[src/rtl/pid_delta.sv]
// Incremental PID increment generator: one shared multiplier, six-state sequence per sample.
// Define PID_DELTA_SAT_EN to clamp the result to OUT_W bits instead of wrapping.
module pid_delta #(
  parameter int DATA_W = 12,
  parameter int K_W    = 8,
  parameter int FRAC   = 4,
  parameter int OUT_W  = 15
) (
  input  logic              clk,
  input  logic              rst_n,
  input  logic              sample_valid,
  input  logic [DATA_W-1:0] setpoint,
  input  logic [DATA_W-1:0] feedback,
  input  logic [K_W-1:0]    kp,
  input  logic [K_W-1:0]    ki,
  input  logic [K_W-1:0]    kd,
  input  logic              hist_clr,
  output logic [OUT_W-1:0]  d_uk,
  output logic              d_uk_valid,
  output logic              busy,
  output logic              overrun
);

  localparam int E_W   = DATA_W + 1;
  localparam int D_W   = DATA_W + 3;
  localparam int G_W   = K_W + 1;
  localparam int P_W   = D_W + G_W;
  localparam int ACC_W = DATA_W + K_W + 5;

  typedef enum logic [2:0] {S_IDLE, S_ERR, S_P, S_I, S_D, S_OUT} state_e;

  state_e                  state_q, state_d;
  logic [DATA_W-1:0]       sp_q, sp_d, fb_q, fb_d;
  logic [K_W-1:0]          kp_q, kp_d, ki_q, ki_d, kd_q, kd_d;
  logic signed [E_W-1:0]   e0_q, e0_d, e1_q, e1_d, e2_q, e2_d;
  logic signed [D_W-1:0]   dp_q, dp_d, di_q, di_d, dd_q, dd_d;
  logic signed [ACC_W-1:0] acc_q, acc_d;
  logic [OUT_W-1:0]        d_uk_q, d_uk_d;
  logic                    valid_q, valid_d, overrun_q, overrun_d;

  logic signed [E_W-1:0]   e0_c;
  logic signed [D_W-1:0]   e0_x, e1_x, e2_x, mul_a;
  logic signed [G_W-1:0]   mul_b;
  logic signed [P_W-1:0]   prod;
  logic [OUT_W-1:0]        res;

`ifdef PID_DELTA_SAT_EN
  localparam logic signed [ACC_W-1:0] SAT_MAX = ACC_W'((2 ** (OUT_W - 1)) - 1);
  localparam logic signed [ACC_W-1:0] SAT_MIN = ~SAT_MAX;
  logic signed [ACC_W-1:0] acc_sh;
`endif

  always_comb begin
    e0_c = $signed({1'b0, sp_q}) - $signed({1'b0, fb_q});
    e0_x = D_W'(e0_c);
    e1_x = D_W'(e1_q);
    e2_x = D_W'(e2_q);
    // Single multiplier: the state selects which difference/gain pair feeds it.
    mul_a = dd_q;
    mul_b = $signed({1'b0, kd_q});
    case (state_q)
      S_P:     begin mul_a = dp_q; mul_b = $signed({1'b0, kp_q}); end
      S_I:     begin mul_a = di_q; mul_b = $signed({1'b0, ki_q}); end
      default: ;
    endcase
    prod = P_W'(mul_a) * P_W'(mul_b);
`ifdef PID_DELTA_SAT_EN
    acc_sh = acc_q >>> FRAC;
    if (acc_sh > SAT_MAX)      res = SAT_MAX[OUT_W-1:0];
    else if (acc_sh < SAT_MIN) res = SAT_MIN[OUT_W-1:0];
    else                       res = acc_sh[OUT_W-1:0];
`else
    res = OUT_W'(acc_q >>> FRAC);
`endif
  end

  always_comb begin
    state_d   = state_q;
    sp_d      = sp_q;
    fb_d      = fb_q;
    kp_d      = kp_q;
    ki_d      = ki_q;
    kd_d      = kd_q;
    e0_d      = e0_q;
    e1_d      = e1_q;
    e2_d      = e2_q;
    dp_d      = dp_q;
    di_d      = di_q;
    dd_d      = dd_q;
    acc_d     = acc_q;
    d_uk_d    = d_uk_q;
    valid_d   = 1'b0;
    overrun_d = sample_valid && (state_q != S_IDLE);
    case (state_q)
      S_IDLE: if (sample_valid) begin
        sp_d    = setpoint;
        fb_d    = feedback;
        kp_d    = kp;
        ki_d    = ki;
        kd_d    = kd;
        state_d = S_ERR;
      end
      S_ERR: begin
        e0_d    = e0_c;
        dp_d    = e0_x - e1_x;
        di_d    = e0_x;
        dd_d    = e0_x - (e1_x <<< 1) + e2_x;
        state_d = S_P;
      end
      S_P: begin acc_d = ACC_W'(prod);         state_d = S_I;   end
      S_I: begin acc_d = acc_q + ACC_W'(prod); state_d = S_D;   end
      S_D: begin acc_d = acc_q + ACC_W'(prod); state_d = S_OUT; end
      S_OUT: begin
        d_uk_d  = res;
        valid_d = 1'b1;
        e2_d    = e1_q;
        e1_d    = e0_q;
        state_d = S_IDLE;
      end
      default: state_d = S_IDLE;
    endcase
    // Clear wins over everything, including a result that would land this cycle.
    if (hist_clr) begin
      state_d   = S_IDLE;
      e1_d      = '0;
      e2_d      = '0;
      d_uk_d    = d_uk_q;
      valid_d   = 1'b0;
      overrun_d = 1'b0;
    end
  end

  always_ff @(posedge clk or negedge rst_n) begin
    if (!rst_n) begin
      state_q   <= S_IDLE;
      sp_q      <= '0;
      fb_q      <= '0;
      kp_q      <= '0;
      ki_q      <= '0;
      kd_q      <= '0;
      e0_q      <= '0;
      e1_q      <= '0;
      e2_q      <= '0;
      dp_q      <= '0;
      di_q      <= '0;
      dd_q      <= '0;
      acc_q     <= '0;
      d_uk_q    <= '0;
      valid_q   <= 1'b0;
      overrun_q <= 1'b0;
    end else begin
      state_q   <= state_d;
      sp_q      <= sp_d;
      fb_q      <= fb_d;
      kp_q      <= kp_d;
      ki_q      <= ki_d;
      kd_q      <= kd_d;
      e0_q      <= e0_d;
      e1_q      <= e1_d;
      e2_q      <= e2_d;
      dp_q      <= dp_d;
      di_q      <= di_d;
      dd_q      <= dd_d;
      acc_q     <= acc_d;
      d_uk_q    <= d_uk_d;
      valid_q   <= valid_d;
      overrun_q <= overrun_d;
    end
  end

  assign d_uk       = d_uk_q;
  assign d_uk_valid = valid_q;
  assign busy       = (state_q != S_IDLE);
  assign overrun    = overrun_q;

endmodule

[config.mk]
export PLATFORM = sky130hd
export DESIGN_NAME = pid_delta
export DESIGN_NICKNAME = d
export VERILOG_FILES = /design/src/rtl/pid_delta.sv
export SDC_FILE = /design/constraint.sdc
export NUM_CORES = 1
export LEC_CHECK = 0
export ABC_AREA = 1
export BUFFER_PORTS_ARGS = -buffer_cell sky130_fd_sc_hd__buf_2
export CAP_MARGIN = 20
export CORE_MARGIN = 5
export CORE_UTILIZATION = 52
export DETAILED_ROUTE_END_ITERATION = 8
export GPL_TIMING_DRIVEN = 0
export MAX_ROUTING_LAYER = met4
export PLACE_DENSITY = 0.66
export SLEW_MARGIN = 40
export SYNTH_ARGS = -nofsm -noshare
export SYNTH_HDL_FRONTEND = slang
export SYNTH_SLANG_ARGS = --single-unit
[constraint.sdc]
create_clock -name clk -period 11.3 [get_ports clk]
set_clock_uncertainty 0.2 [all_clocks]
set_input_delay 1.13 -clock clk [delete_from_list [all_inputs] [get_ports clk]]
set_output_delay 1.13 -clock clk [all_outputs]
set_load 0.01 [all_outputs]
After elaboration in Yosys (flattened, before gate mapping). Cells that the tools add are included.

Bitwise gates (word level): 1. Add/subtract/negate cells: 5. Reductions and logical operators: 8. $mul: 1. Multiplexer cells: 13. Equal/unequal tests: 6.

Operators by type and width (number): 13-bit two-way mux (4); 25-bit case mux with 2 select lines (1); 15-bit case mux with 2 select lines (1); 25-bit by 24-bit adder with 25-bit output (1); 15-bit by 9-bit multiplier with 24-bit output (1); 8-bit case mux with 2 select lines (1); 15-bit by 13-bit adder with 15-bit output (1); 3-bit case mux with 5 select lines (1); 13-bit by 14-bit subtractor with 15-bit output (1); 13-bit by 13-bit subtractor with 14-bit output (1); 12-bit by 12-bit subtractor with 13-bit output (1); 3-bit by 2-bit == test with 1-bit output (second input constant) (2); 3-bit == test (second input constant) (2); 3-bit two-way mux (2); 2-bit AND reduction (2); 2-bit nonzero test (2); 3-bit by 1-bit == test with 1-bit output (second input constant) (1); 3-bit zero test (1); 1-bit two-way mux (3); 3-bit != test (second input constant) (1); 3-bit nonzero test (1); 2-bit OR reduction (1); 1-bit logical AND (1); 1-bit NOT (1).

Output and inout port bits: 18. Logic and storage cells: 50. Input port bits: 52. Register bits: 175.

Depth between registers and ports, before layout.
Depth in word-level cells: 5. Gate-level depth with buffers: 40. Gate-level depth less buffers: 39.

Worst setup path before layout. OpenSTA, ideal clock, no wires.

Path type: register to register. Start: reg state_q[2]. End: reg acc_q[17]. Data required time: 10976 ps. Clock period less this slack: 6416 ps. Arrival time: 6092 ps. Path buffers: 2. Library setup time: 124 ps. Cell stages (with the launch flop): 32. Path slack: 4884 ps. Cell sequence: dfrtp_1 > nor2_4 > nand2_2 > clkbuf_1 > o21a_1 > clkbuf_1 > nand2_1 > fa_1 > inv_1 > fa_1 > inv_1 > fa_1 > fa_1 > inv_1 > ha_1 > a21oi_1 > o21ai_0 > a21oi_1 > o21bai_1 > nand2_1 > nand2_1 > nand2_1 > a21o_1 > nand2_1 > ha_1 > a21oi_1 > o21ai_0 > a21oi_1 > nand3_1 > or2_2 > nand3_1 > nand3_1.

Word-level cells in the longest chain between the ends: 5. Elaborated cells on any way between the ends: 10. Classes of those cells: add/sub (1); mul (1); eq/ne (3); mux (3); reduce/logical (2).

Ends and longest elaborated chain: from (decl) (line 32) `state_e state_q, state_d;`; from (signal assigned) (line 152) `state_q <= state_d;`; 3-bit by 2-bit == test with 1-bit output (line 61, 94); 15-bit case mux with 2 select lines / 8-bit case mux with 2 select lines (equally long branches) (line 61) `case (state_q)`; 15-bit by 9-bit multiplier with 24-bit output (line 66) `prod = P_W'(mul_a) * P_W'(mul_b);`; 25-bit by 24-bit adder with 25-bit output (line 111, 112); 25-bit case mux with 2 select lines (line 94) `case (state_q)`; to (signal assigned) (line 147) `acc_q <= '0;`; to (signal assigned) (line 164) `acc_q <= acc_d;`; to (decl) (line 37) `logic signed [ACC_W-1:0] acc_q, acc_d;`.

Parallel ways exist; a longest one is shown, timed or not. A chain may end at the register's enable or synchronous reset.

Final worst setup path.
Start: reg state_q[2]. End: reg acc_q[18].

The elaborated chain is that of the path after synthesis.

==> results.yml <==
route:
  vias: 10780
  vias_per_cell: 5.34
  routedWlPerCell_um: 16.7
  route.detailed.drc: 0
  drt.antenna.violating_nets: 0
  drt-total-wl_um: 33800
  first_pass_iters: 6
  drt-initial-drc-count: 708
yosys:
  synth_area_mm2: 0.0127
  ys.flop_type: "dfrtp_1"
  yosysUniqueCellTypes: 42
  seq_area_frac_synth_pct: 30.5
  yosysWarnings: 0
  syn_avg_cell_area_um2: 7.99
  ys_ff_latch: 155
  syn_inst: 1594
  postSynth.asyncResetShare_pct: 100
  synth_nets: 1835
  synth_edf_count: 0
floorplanning:
  die_height_um: 166
  io_pins: 70
  row_count: 57
  die_w_um: 166
  start_util_pct: 52.5
  dieArea_mm2: 0.0277
  core_area_mm2: 0.0242
cells_and_area:
  areaGrowthSynthToFinish_pct: 11.3
  final_net_count: 1925
  n_antenna_cell: 0
  drive_gt1_share_pct: 9.20
  post-route-util_pct: 58.5
sta:
  max_freq_mhz: 124
  fin_crit_ns: 8.09
  hold_violations: 0
  setup_slack_ns: 3.21
  worst_slew_pin_slew_ns: 0.815
  fin_tns_setup_ns: 0
  slew_viol_final: 0
  grt_setup_unrepaired: "false"
  finalSetupViolCount: 0
  relSlewSlack_pct: 45.7
  post-route-period-util_pct: 71.6
setup_path:
  r2r_cells: 34
  worstPathArrival_ns: 8.21
  reg2reg_to: "acc_q[18]$_DFFE_PN0P_"
  crit_path_max_fanout: 10
  critPathKind: "reg -> reg"
  reg2reg_setup_slack_ns: 3.21
  worst_path_most_repeated_cell: "nand2_1"
  critPathMaxStageDelay_ns: 0.68
  reg2reg_from: "state_q[2]$_DFFE_PN0P_"
  worstPathRequired_ns: 11.42
  crit_path_start_kind: "flip-flop"
  endpoint_kind: "flip-flop"
  cpMaxStageDelayCell: "clkbuf_1"
clock_network:
  numCtsBuffers: 17
  cts_root_buffer: "clkbuf_16"
  clock_latency_ns: 0.43
  clkTransAtPathRegs_ns: 0.07
  cts.htree.levels: 4
  post-cts-setup-buffer-count: 0
  cts_buffer_depth: 2
  cts_sinks: 155
  cts_tree: "done"
  postCtsHoldBufs: 0
  cts_resized: 0
grt:
  grt_max_degree: 72
  antenna_found_initial: 0
  grt_pass1_wl_um: 56900
  grtUsageMet1_pct: 37.7
  grt_overflow: 0
  met2_usage_pct: 39.8
  grt-busiest-layer: "met2"
  use_met3_pct: 3.13
  groute.usage.overall_pct: 26.0
  grt_pass1_vias: 10997
min_path:
  min_to: "d_uk[10]$_DFFE_PN0P_"
  hold_path.class: "reg -> reg"
  min_path_cells: 2
  worstHoldStart: "d_uk[10]$_DFFE_PN0P_"
place:
  routabilityCongestion: 0.935
  port_buffers: 69
  pre_cts_ws_ns: 3.28
  place_hpwl_um: 26800
flow_run:
  maxCapViolCount: 0
outcome:
  status: "finished clean"
how the worst max path moves through the flow:
stage | from | end | slack (ns) | cells past startpoint
finish | state_q[2]$_DFFE_PN0P_ | acc_q[18]$_DFFE_PN0P_ | 3.21 | 34
global route | state_q[2]$_DFFE_PN0P_ | acc_q[18]$_DFFE_PN0P_ | 2.45 | 35
CTS | state_q[2]$_DFFE_PN0P_ | acc_q[18]$_DFFE_PN0P_ | 3.21 | 34
detailed placement | state_q[2]$_DFFE_PN0P_ | acc_q[18]$_DFFE_PN0P_ | 3.28 | 34
global placement | state_q[2]$_DFFE_PN0P_ | acc_q[18]$_DFFE_PN0P_ | 3.39 | 34
floorplan | state_q[2]$_DFFE_PN0P_ | acc_q[17]$_DFFE_PN0P_ | 4.88 | 31
cells by family (layout without fill, tap and decap cells):
group / Yosys count / after routing / synth area share [%]
flops: 155 / 155 / 30.5
fa+ha+maj: 189 / 189 / 24.1
simple gates: 601 / 601 / 19.2
buf+inv: 313 / 415 / 9.26
mux: 25 / 25 / 2.21
compound gates: 266 / 266 / 11.7
xor+xnor: 45 / 45 / 3.15
layout by cell type (no fill, tap or decap), types with 4 or more instances in the layout:
master	count
fa_1	93
a21o_1	5
clkbuf_1	33
o21bai_1	4
buf_1	6
nand3_1	63
o22ai_1	18
o211ai_1	6
nand2_2	6
a31oi_1	6
nor2_2	4
mux2_2	25
dfrtp_1	155
xor2_1	30
inv_1	268
o21a_1	15
o21ai_0	78
inv_6	4
bufinv_16	4
nor3_1	8
nor2_1	155
or2_2	8
nand2_1	346
o31ai_1	7
xnor2_1	14
clkbuf_16	17
a21oi_1	117
buf_2	71
ha_1	96
cell usage after synthesis (all sizes together), types with 18 or more instances:
cell      n  area [um2]
nand3    65         335
dfrtp   155        3880
clkbuf   32         120
o22ai    18         113
fa       93        1860
o21ai    78         390
ha       96        1200
inv     271        1020
mux2     25         282
nor2    161         629
a21oi   117         586
nand2   352        1340
xor2     30         263
layout make-up:
type	count	area, um2
buffer	41	158
sequential	155	3880
fill	2251	10100
clock inverter	12	185
multi-input combinational	1126	7670
inverter	272	1020
clock buffer	19	443
timing repair buffer	71	410
tap	324	405
layer usage:
layer,share of wire (%),wire [um]
met3,5.0,1700
met1,48,16300
met5,0,0
met4,1.5,507
met2,45,15400
registers in the layout, indices dropped and copies added, names as in the netlist:
signal / count
di_q: 13
e1_q: 13
fb_q: 12
d_uk_valid: 1
d_uk: 15
acc_q: 19
sp_q: 12
overrun: 1
ki_q: 8
kd_q: 8
dp_q: 14
e2_q: 13
dd_q: 15
state_q: 3
kp_q: 8
worst max-delay path: cells and delay by family (launching register included):
family                   cells  cell delay, ns
buffers and inverters        6            1.61
XOR/XNOR                     1            0.23
AND/OR/NAND/NOR             14            1.48
flip-flops                   1            0.48
adder cells (fa/ha/maj)      6            2.69
AO/OA/AOI/OAI                7            1.29
stage by stage:
stage / instances / area (um2) / hold slack, ns
final: 2020 / 14200 / 0.267
after CTS: 2020 / 14200 / 0.271
after global routing: 2020 / 14200 / 0.288
after global placement: 1987 / 13500 / 0.249
after floorplan: 1594 / 12700 / 0.249
after detailed placement: 1989 / 13500 / 0.254
Power is not shown: default switching activity piles up to over one toggle a cycle in this logic, so the estimate is an artifact.
